$ cat config.mk
export PLATFORM = sky130hd
export DESIGN_NAME = mic_adc_reader
export DESIGN_NICKNAME = d
export VERILOG_FILES = /design/src/rtl/mic_adc_reader.sv
export SDC_FILE = /design/constraint.sdc
export NUM_CORES = 1
export LEC_CHECK = 0
export BUFFER_PORTS_ARGS = -buffer_cell sky130_fd_sc_hd__clkbuf_2
export CAP_MARGIN = 0
export CORE_UTILIZATION = 45
export DETAILED_ROUTE_END_ITERATION = 16
export GPL_ROUTABILITY_DRIVEN = 1
export PLACE_DENSITY = 0.66
export SLEW_MARGIN = 20
export SYNTH_ARGS = -nofsm -noshare
export SYNTH_HDL_FRONTEND = slang
export SYNTH_SLANG_ARGS = --single-unit
$ cat constraint.sdc
create_clock -name clk_48 -period 3.2 [get_ports clk_48]
set_input_delay 0.16 -clock clk_48 [delete_from_list [all_inputs] [get_ports clk_48]]
set_output_delay 0.16 -clock clk_48 [all_outputs]
set_load 0.01 [all_outputs]
$ cat src/rtl/mic_adc_reader.sv
// Serial 10-bit microphone ADC reader: runs CS/SCLK framing and presents each conversion with a strobe.
// Optional build macro MIC_AVG_EN replaces the raw output with a 4-sample running average.
module mic_adc_reader #(
  parameter int CLK_DIV       = 12,
  parameter int SAMPLE_PERIOD = 1000
) (
  input  logic       clk_48,
  input  logic       rst,
  input  logic       adc_dout,
  output logic       adc_cs_n,
  output logic       adc_sclk,
  output logic [9:0] mic_sample,
  output logic       sample_valid,
  output logic       busy
);

  localparam int PW = (SAMPLE_PERIOD > 2) ? $clog2(SAMPLE_PERIOD) : 1;
  localparam int HW = (CLK_DIV > 2) ? $clog2(CLK_DIV) : 1;
  localparam logic [PW-1:0] PERIOD_MAX = PW'(SAMPLE_PERIOD - 1);
  localparam logic [HW-1:0] HALF_MAX   = HW'(CLK_DIV - 1);
  localparam logic [9:0]    MID_SCALE  = 10'h200;
  localparam logic [4:0]    LAST_TOG   = 5'd26;
  localparam logic [4:0]    FIRST_DATA = 5'd6;

  typedef enum logic [1:0] {IDLE, SHIFT, DONE} state_t;

  state_t        state;
  logic [PW-1:0] period_cnt;
  logic [HW-1:0] half_cnt;
  logic [4:0]    tog_cnt;
  logic [9:0]    shreg;
  logic          din_s1;
  logic          din_s2;
  logic          frame_end;

  always_ff @(posedge clk_48 or posedge rst) begin
    if (rst) begin
      din_s1 <= 1'b0;
      din_s2 <= 1'b0;
    end else begin
      din_s1 <= adc_dout;
      din_s2 <= din_s1;
    end
  end

  // Free-running; a frame is requested whenever it reads 0.
  always_ff @(posedge clk_48 or posedge rst) begin
    if (rst) begin
      period_cnt <= '0;
    end else if (period_cnt == PERIOD_MAX) begin
      period_cnt <= '0;
    end else begin
      period_cnt <= period_cnt + PW'(1);
    end
  end

  assign frame_end = (state == SHIFT) && (tog_cnt == LAST_TOG);

  always_ff @(posedge clk_48 or posedge rst) begin
    if (rst) begin
      state    <= IDLE;
      adc_cs_n <= 1'b1;
      adc_sclk <= 1'b0;
      busy     <= 1'b0;
      half_cnt <= '0;
      tog_cnt  <= '0;
      shreg    <= '0;
    end else begin
      case (state)
        IDLE: begin
          if (period_cnt == '0) begin
            state    <= SHIFT;
            adc_cs_n <= 1'b0;
            busy     <= 1'b1;
            half_cnt <= '0;
            tog_cnt  <= '0;
          end
        end
        SHIFT: begin
          if (tog_cnt == LAST_TOG) begin
            state    <= DONE;
            adc_cs_n <= 1'b1;
            busy     <= 1'b0;
          end else if (half_cnt == HALF_MAX) begin
            half_cnt <= '0;
            adc_sclk <= ~adc_sclk;
            tog_cnt  <= tog_cnt + 5'd1;
            // Rising edges 1..3 carry sample/null bits; data starts at edge 4.
            if (!adc_sclk && (tog_cnt >= FIRST_DATA)) begin
              shreg <= {shreg[8:0], din_s2};
            end
          end else begin
            half_cnt <= half_cnt + HW'(1);
          end
        end
        DONE: begin
          state <= IDLE;
        end
        default: begin
          state <= IDLE;
        end
      endcase
    end
  end

`ifdef MIC_AVG_EN
  logic [9:0]  hist [4];
  logic        avg_pend;
  logic [11:0] avg_sum;

  always_comb begin
    avg_sum = {2'b00, hist[0]} + {2'b00, hist[1]} + {2'b00, hist[2]} + {2'b00, hist[3]};
  end

  // History is pushed on the DONE edge; the averaged result appears one cycle later.
  always_ff @(posedge clk_48 or posedge rst) begin
    if (rst) begin
      for (int i = 0; i < 4; i++) begin
        hist[i] <= MID_SCALE;
      end
      avg_pend     <= 1'b0;
      sample_valid <= 1'b0;
      mic_sample   <= MID_SCALE;
    end else begin
      avg_pend     <= frame_end;
      sample_valid <= avg_pend;
      if (frame_end) begin
        hist[0] <= shreg;
        hist[1] <= hist[0];
        hist[2] <= hist[1];
        hist[3] <= hist[2];
      end
      if (avg_pend) begin
        mic_sample <= avg_sum[11:2];
      end
    end
  end
`else
  always_ff @(posedge clk_48 or posedge rst) begin
    if (rst) begin
      sample_valid <= 1'b0;
      mic_sample   <= MID_SCALE;
    end else begin
      sample_valid <= frame_end;
      if (frame_end) begin
        mic_sample <= shreg;
      end
    end
  end
`endif

endmodule
# [Word level (Yosys, flattened, before mapping)]
# Cells that the tools add are included.
[classes] n_addsub=3 order_cmp=1 eq_ne=8 n_mux=18 bitwise=2 n_reduce_logical=12
[op_table] operator="$mux 5" n=3
[op_table] operator="$mux 4" n=3
[op_table] operator="$add 10x1->10 const B" n=1
[op_table] operator="$eq 10x10->1 const B" n=1
[op_table] operator="$logic_not 10->1" n=1
[op_table] operator="$mux 10" n=1
[op_table] operator="$pmux 5 s2" n=1
[op_table] operator="$reduce_and 3->1" n=3
[op_table] operator="$pmux 4 s2" n=1
[op_table] operator="$reduce_and 4->1" n=2
[op_table] operator="$add 5x1->5 const B" n=1
[op_table] operator="$eq 5x5->1 const B" n=1
[op_table] operator="$ge 5x3->1 const B" n=1
[op_table] operator="$add 4x1->4 const B" n=1
[op_table] operator="$eq 4x4->1 const B" n=1
[op_table] operator="$mux 1" n=4
[op_table] operator="$mux 2" n=2
[op_table] operator="$ne 2x1->1 const B" n=2
[op_table] operator="$ne 2x2->1 const B" n=2
[op_table] operator="$pmux 1 s2" n=2
[op_table] operator="$pmux 2 s2" n=1
[op_table] operator="$eq 2x1->1 const B" n=1
[op_table] operator="$logic_and 1x1->1" n=2
[op_table] operator="$logic_not 2->1" n=1
[op_table] operator="other kinds (4)" n=5
[totals] register_bits=47 word_cells=56

# [Longest topological paths before layout]
[depth] word_depth=4 depth_mapped=7 depth_no_buf=6

# [Worst setup path before layout]
# Ideal clock, no wire load.
[synth_path] path_type="reg2reg" from="reg tog_cnt[0]" to="reg shreg[0]" setup_time_ps=125 arrival_ps=1615 setup_slack_ps=1460 stages_incl_launch_ff=8 n_path_buf=1 period_less_slack_ps=1740 cell_sequence="dfrtp_1 > inv_1 > ha_1 > nand3_4 > o211ai_4 > a211o_1 > buf_6 > mux2_4"
[synth_via] elab_chain_cells=3
[synth_lines] element="start, declared" line="30" source="logic [4:0] tog_cnt;"
[synth_lines] element="start signal, assigned" line="87" source="tog_cnt <= tog_cnt + 5'd1;"
[synth_lines] element="$ge 5x3->1 / $eq 5x5->1 (equally long branches)" line="89, 80"
[synth_lines] element="$logic_and 1x1->1 / $not 1->1 (equally long branches)"
[synth_lines] element="$reduce_and 4->1 (no source line) *"
[synth_lines] element="end signal, assigned" line="90" source="shreg <= {shreg[8:0], din_s2};"
[synth_lines] element="end, declared" line="31" source="logic [9:0] shreg;"
# Mark *: on every way between the ends. The rest lies on a longest branch, timed or not.
# A chain may end at the register's enable or synchronous reset.

# [Worst setup path in the final report]
[layout_path] from="reg tog_cnt[0]" to="reg shreg[6]"
# Same word-level chain as after synthesis.

==> results.rst <==
.. list-table::
   :header-rows: 1

   * - Metric
     - Value
   * - Run status
     - completed
   * - Most common cell after layout, fill and taps aside
     - dfrtp_1
   * - Pre-CTS setup slack
     - 1.069 ns
   * - Number of DRC violations after detailed-routing iteration 0
     - 71
   * - Row Count
     - 24
   * - Reg2Reg Launch Point
     - tog_cnt[0]$_DFFE_PP0P_
   * - Leakage
     - 1.186 nW
   * - Routed Wire Length
     - 3.570 mm
   * - Later-pin clock latency in the skew report
     - 0.30 ns
   * - Maximum achievable frequency
     - 467.7 MHz
   * - Count of different cell masters after synthesis
     - 45
   * - Number of synthesized register bits
     - 47
   * - Hold-fix buffers, CTS
     - 2
   * - Number of clock sinks
     - 47
   * - Overall Power
     - 0.9713 mW
   * - Warnings, synthesis
     - 0
   * - Final estimated routing congestion in global placement
     - 0.8106
   * - Crit Path Category
     - reg2reg
   * - Max-Cap Viols
     - 0
   * - Area Growth Syn to Fin
     - 11.30%
   * - Final Slew Violations
     - 0
   * - Cell at the root of the clock tree
     - clkbuf_8
   * - Average wire per standard cell
     - 14.94 um
   * - Wire length of the first global-routing pass
     - 6.134 mm
   * - Clock tree skew after final layout
     - 0.008121 ns
   * - Remaining DRCs
     - 0
   * - Floorplan die height
     - 70.21 um
   * - Launching element of the worst setup path
     - tog_cnt[0]$_DFFE_PP0P_
   * - Clock buffer count from CTS
     - 5
   * - Overall via count from detail_route
     - 1,292
   * - Number of instances in the synthesized netlist
     - 164
   * - Largest net degree at the start of global routing
     - 33
   * - Final worst hold slack
     - 0.3708 ns
   * - Number of I/O pins
     - 17
   * - Sum of negative setup slack
     - 0 ns
   * - Highest fanout seen on the critical path
     - 10
   * - Number of setup buffers added after CTS
     - 0
   * - Resize count post-CTS
     - 0
   * - Antenna cells
     - 0
   * - Number of H-tree levels
     - 2
   * - Leading cell types in the layout, fill and taps excluded
     - dfrtp_1 (45), clkbuf_2 (16), nand3_1 (12)
   * - Transition time of the tightest slew-check pin
     - 0.9176 ns
   * - Buffers from clock root to sink, at most
     - 2
   * - Sum of overflow across all layers after global routing
     - 0
   * - Post-synth top flop
     - dfrtp_1
   * - Final setup violation count
     - 0
   * - Worst hold path type
     - in2async
   * - Clock transition at path regs
     - 0.08 ns
   * - Crit share post-route
     - 66.81%
   * - First-pass detailed-route iteration total
     - 4
   * - Setup repair after global routing missed its margin
     - no
   * - Data arrival time of the critical path
     - 2.32 ns
   * - Floorplan Core Area
     - 4414 um^2
   * - Post-Syn Nets
     - 172
   * - Required arrival time at the worst endpoint
     - 3.38 ns
   * - X dimension of the die
     - 70.21 um
   * - Worst max-slew margin expressed relative to the limit
     - 38.49%
   * - Final ANT Viol Nets
     - 0
   * - Number of global-route vias before repair
     - 1,284
   * - Starting utilization of the core area
     - 47.42%
   * - Detail-routed via count per cell
     - 5.406
   * - Nets
     - 194
   * - TritonCTS clock tree
     - built
   * - P per Cell Area
     - 416.9 nW/um^2
   * - CP Capture Type
     - flip-flop
   * - Synth Area per Inst
     - 12.76 um^2
   * - Fraction of final layout cells with drive strength greater than 1
     - 28.88%
   * - Number of enable flip-flop cells after synthesis
     - 0
   * - Final Hold Fails
     - 0
   * - Initial antenna violation count
     - 0
   * - Number of buffer cells added on primary ports
     - 16
   * - Maximum resistive drop on vdd
     - 0.0003102 V
   * - Full die area
     - 4929 um^2
   * - Final setup margin
     - 1.062 ns
   * - HPWL Detailed
     - 2.525 mm
   * - Clock period minus worst slack
     - 2.138 ns
   * - Overall Global Routing Usage
     - 16.29%
   * - Cell area after synthesis
     - 2093 um^2
   * - Nature of the critical path startpoint
     - flip-flop
   * - Fraction of registers with async set or reset after synthesis
     - 100.0%
   * - Sequential-to-total area share from yosys stat
     - 56.31%
==> cell type report <==
type / instances / area (um^2)
inverters: 8 / 30.03
multi-input cells: 105 / 857.1
well taps: 52 / 65.06
clock inverters: 1 / 5.005
flip-flops and latches: 47 / 1179
repair buffers: 19 / 107.6
fillers: 365 / 2085
clock buffers: 7 / 86.33
==> power breakdown <==
part	total [mW]	internal, mW	switching (mW)
Clock	0.361	0.174	0.187
Combinational	0.0150	0.00334	0.0117
Sequential	0.595	0.595	0.000433
Total	0.971	0.772	0.199
==> flip-flops by register name, indices dropped and copies added, names as in the netlist <==
register      cells
tog_cnt           5
shreg            10
period_cnt       10
half_cnt          4
adc_sclk          1
sample_valid      1
adc_cs_n          1
busy              1
mic_sample       10
din_s2            1
state             2
din_s1            1
==> critical path, stage by stage, from the launching register on <==
cell and delay, ns:
dfrtp_1 0.42, inv_1 0.07, ha_1 0.20, nand3_4 0.11, o211ai_4 0.33, a211o_1 0.53
mux2_4 0.35
==> cells in the mapped netlist, types with 2 or more instances <==
cell / n / area, um^2
dfrtp_1: 45 / 1126
nand3_1: 12 / 60.06
mux2_2: 11 / 123.9
nor2_1: 11 / 41.29
mux2_4: 10 / 150.1
inv_1: 8 / 30.03
ha_1: 5 / 62.56
nand2_1: 5 / 18.77
o21ai_0: 5 / 25.02
xnor2_1: 5 / 43.79
nor3_1: 4 / 20.02
nor2b_1: 3 / 18.77
a21o_1: 2 / 15.01
a21oi_1: 2 / 10.01
and3_1: 2 / 12.51
dfstp_2: 2 / 52.55
o2bb2ai_1: 2 / 17.52
or3_1: 2 / 12.51
xor2_1: 2 / 17.52
==> final timing paths <==
| kind | end | slack [ns] | cells past startpoint |
|---|---|---|---|
| min in group clk_48 | din_s2$_DFF_PP0_ | 0.37 | 0 |
| hold reg to reg | din_s2$_DFF_PP0_ | 0.37 | 0 |
| setup reg to reg | shreg[6]$_DFFE_PP0P_ | 1.06 | 6 |
| hold / removal | period_cnt[9]$_DFF_PP0_ | 0.37 | 3 |
| setup / recovery | shreg[6]$_DFFE_PP0P_ | 1.06 | 6 |
| max in group asynchronous | mic_sample[9]$_DFFE_PP1P_ | 2.04 | 4 |
==> metrics by stage <==
| stage | utilization, % | std cells | area (um^2) |
|---|---|---|---|
| finish | 52.78 | 239 | 2330 |
| global route | 52.78 | 239 | 2330 |
| detailed placement | 50.26 | 229 | 2218 |
| global placement | 50.26 | 229 | 2218 |
| CTS | 52.78 | 239 | 2330 |
| floorplan | - | 164 | 2093 |
==> per-layer routing <==
metal  vias up  wire length [um]  share of wire (%)  global-route usage [%]
met1       650              1658                 46                   20.75
met2        16              1750                 49                   26.39
met4         0                61                1.7                   6.667
met5         -                 0                  0                       0
met3         7               100                2.8                   4.329
li1        619                 -                  -                       -
==> cells by family after synthesis <==
family | Yosys count | synth area share, %
multiplexers | 23 | 14.11
AO/OA/AOI/OAI | 21 | 7.890
flip-flops | 47 | 56.31
buffers and inverters | 12 | 2.749
XOR/XNOR | 7 | 2.929
adder cells (fa/ha/maj) | 5 | 2.989
AND/OR/NAND/NOR | 49 | 13.03
Note: power is estimated with default switching activity, not from simulation.
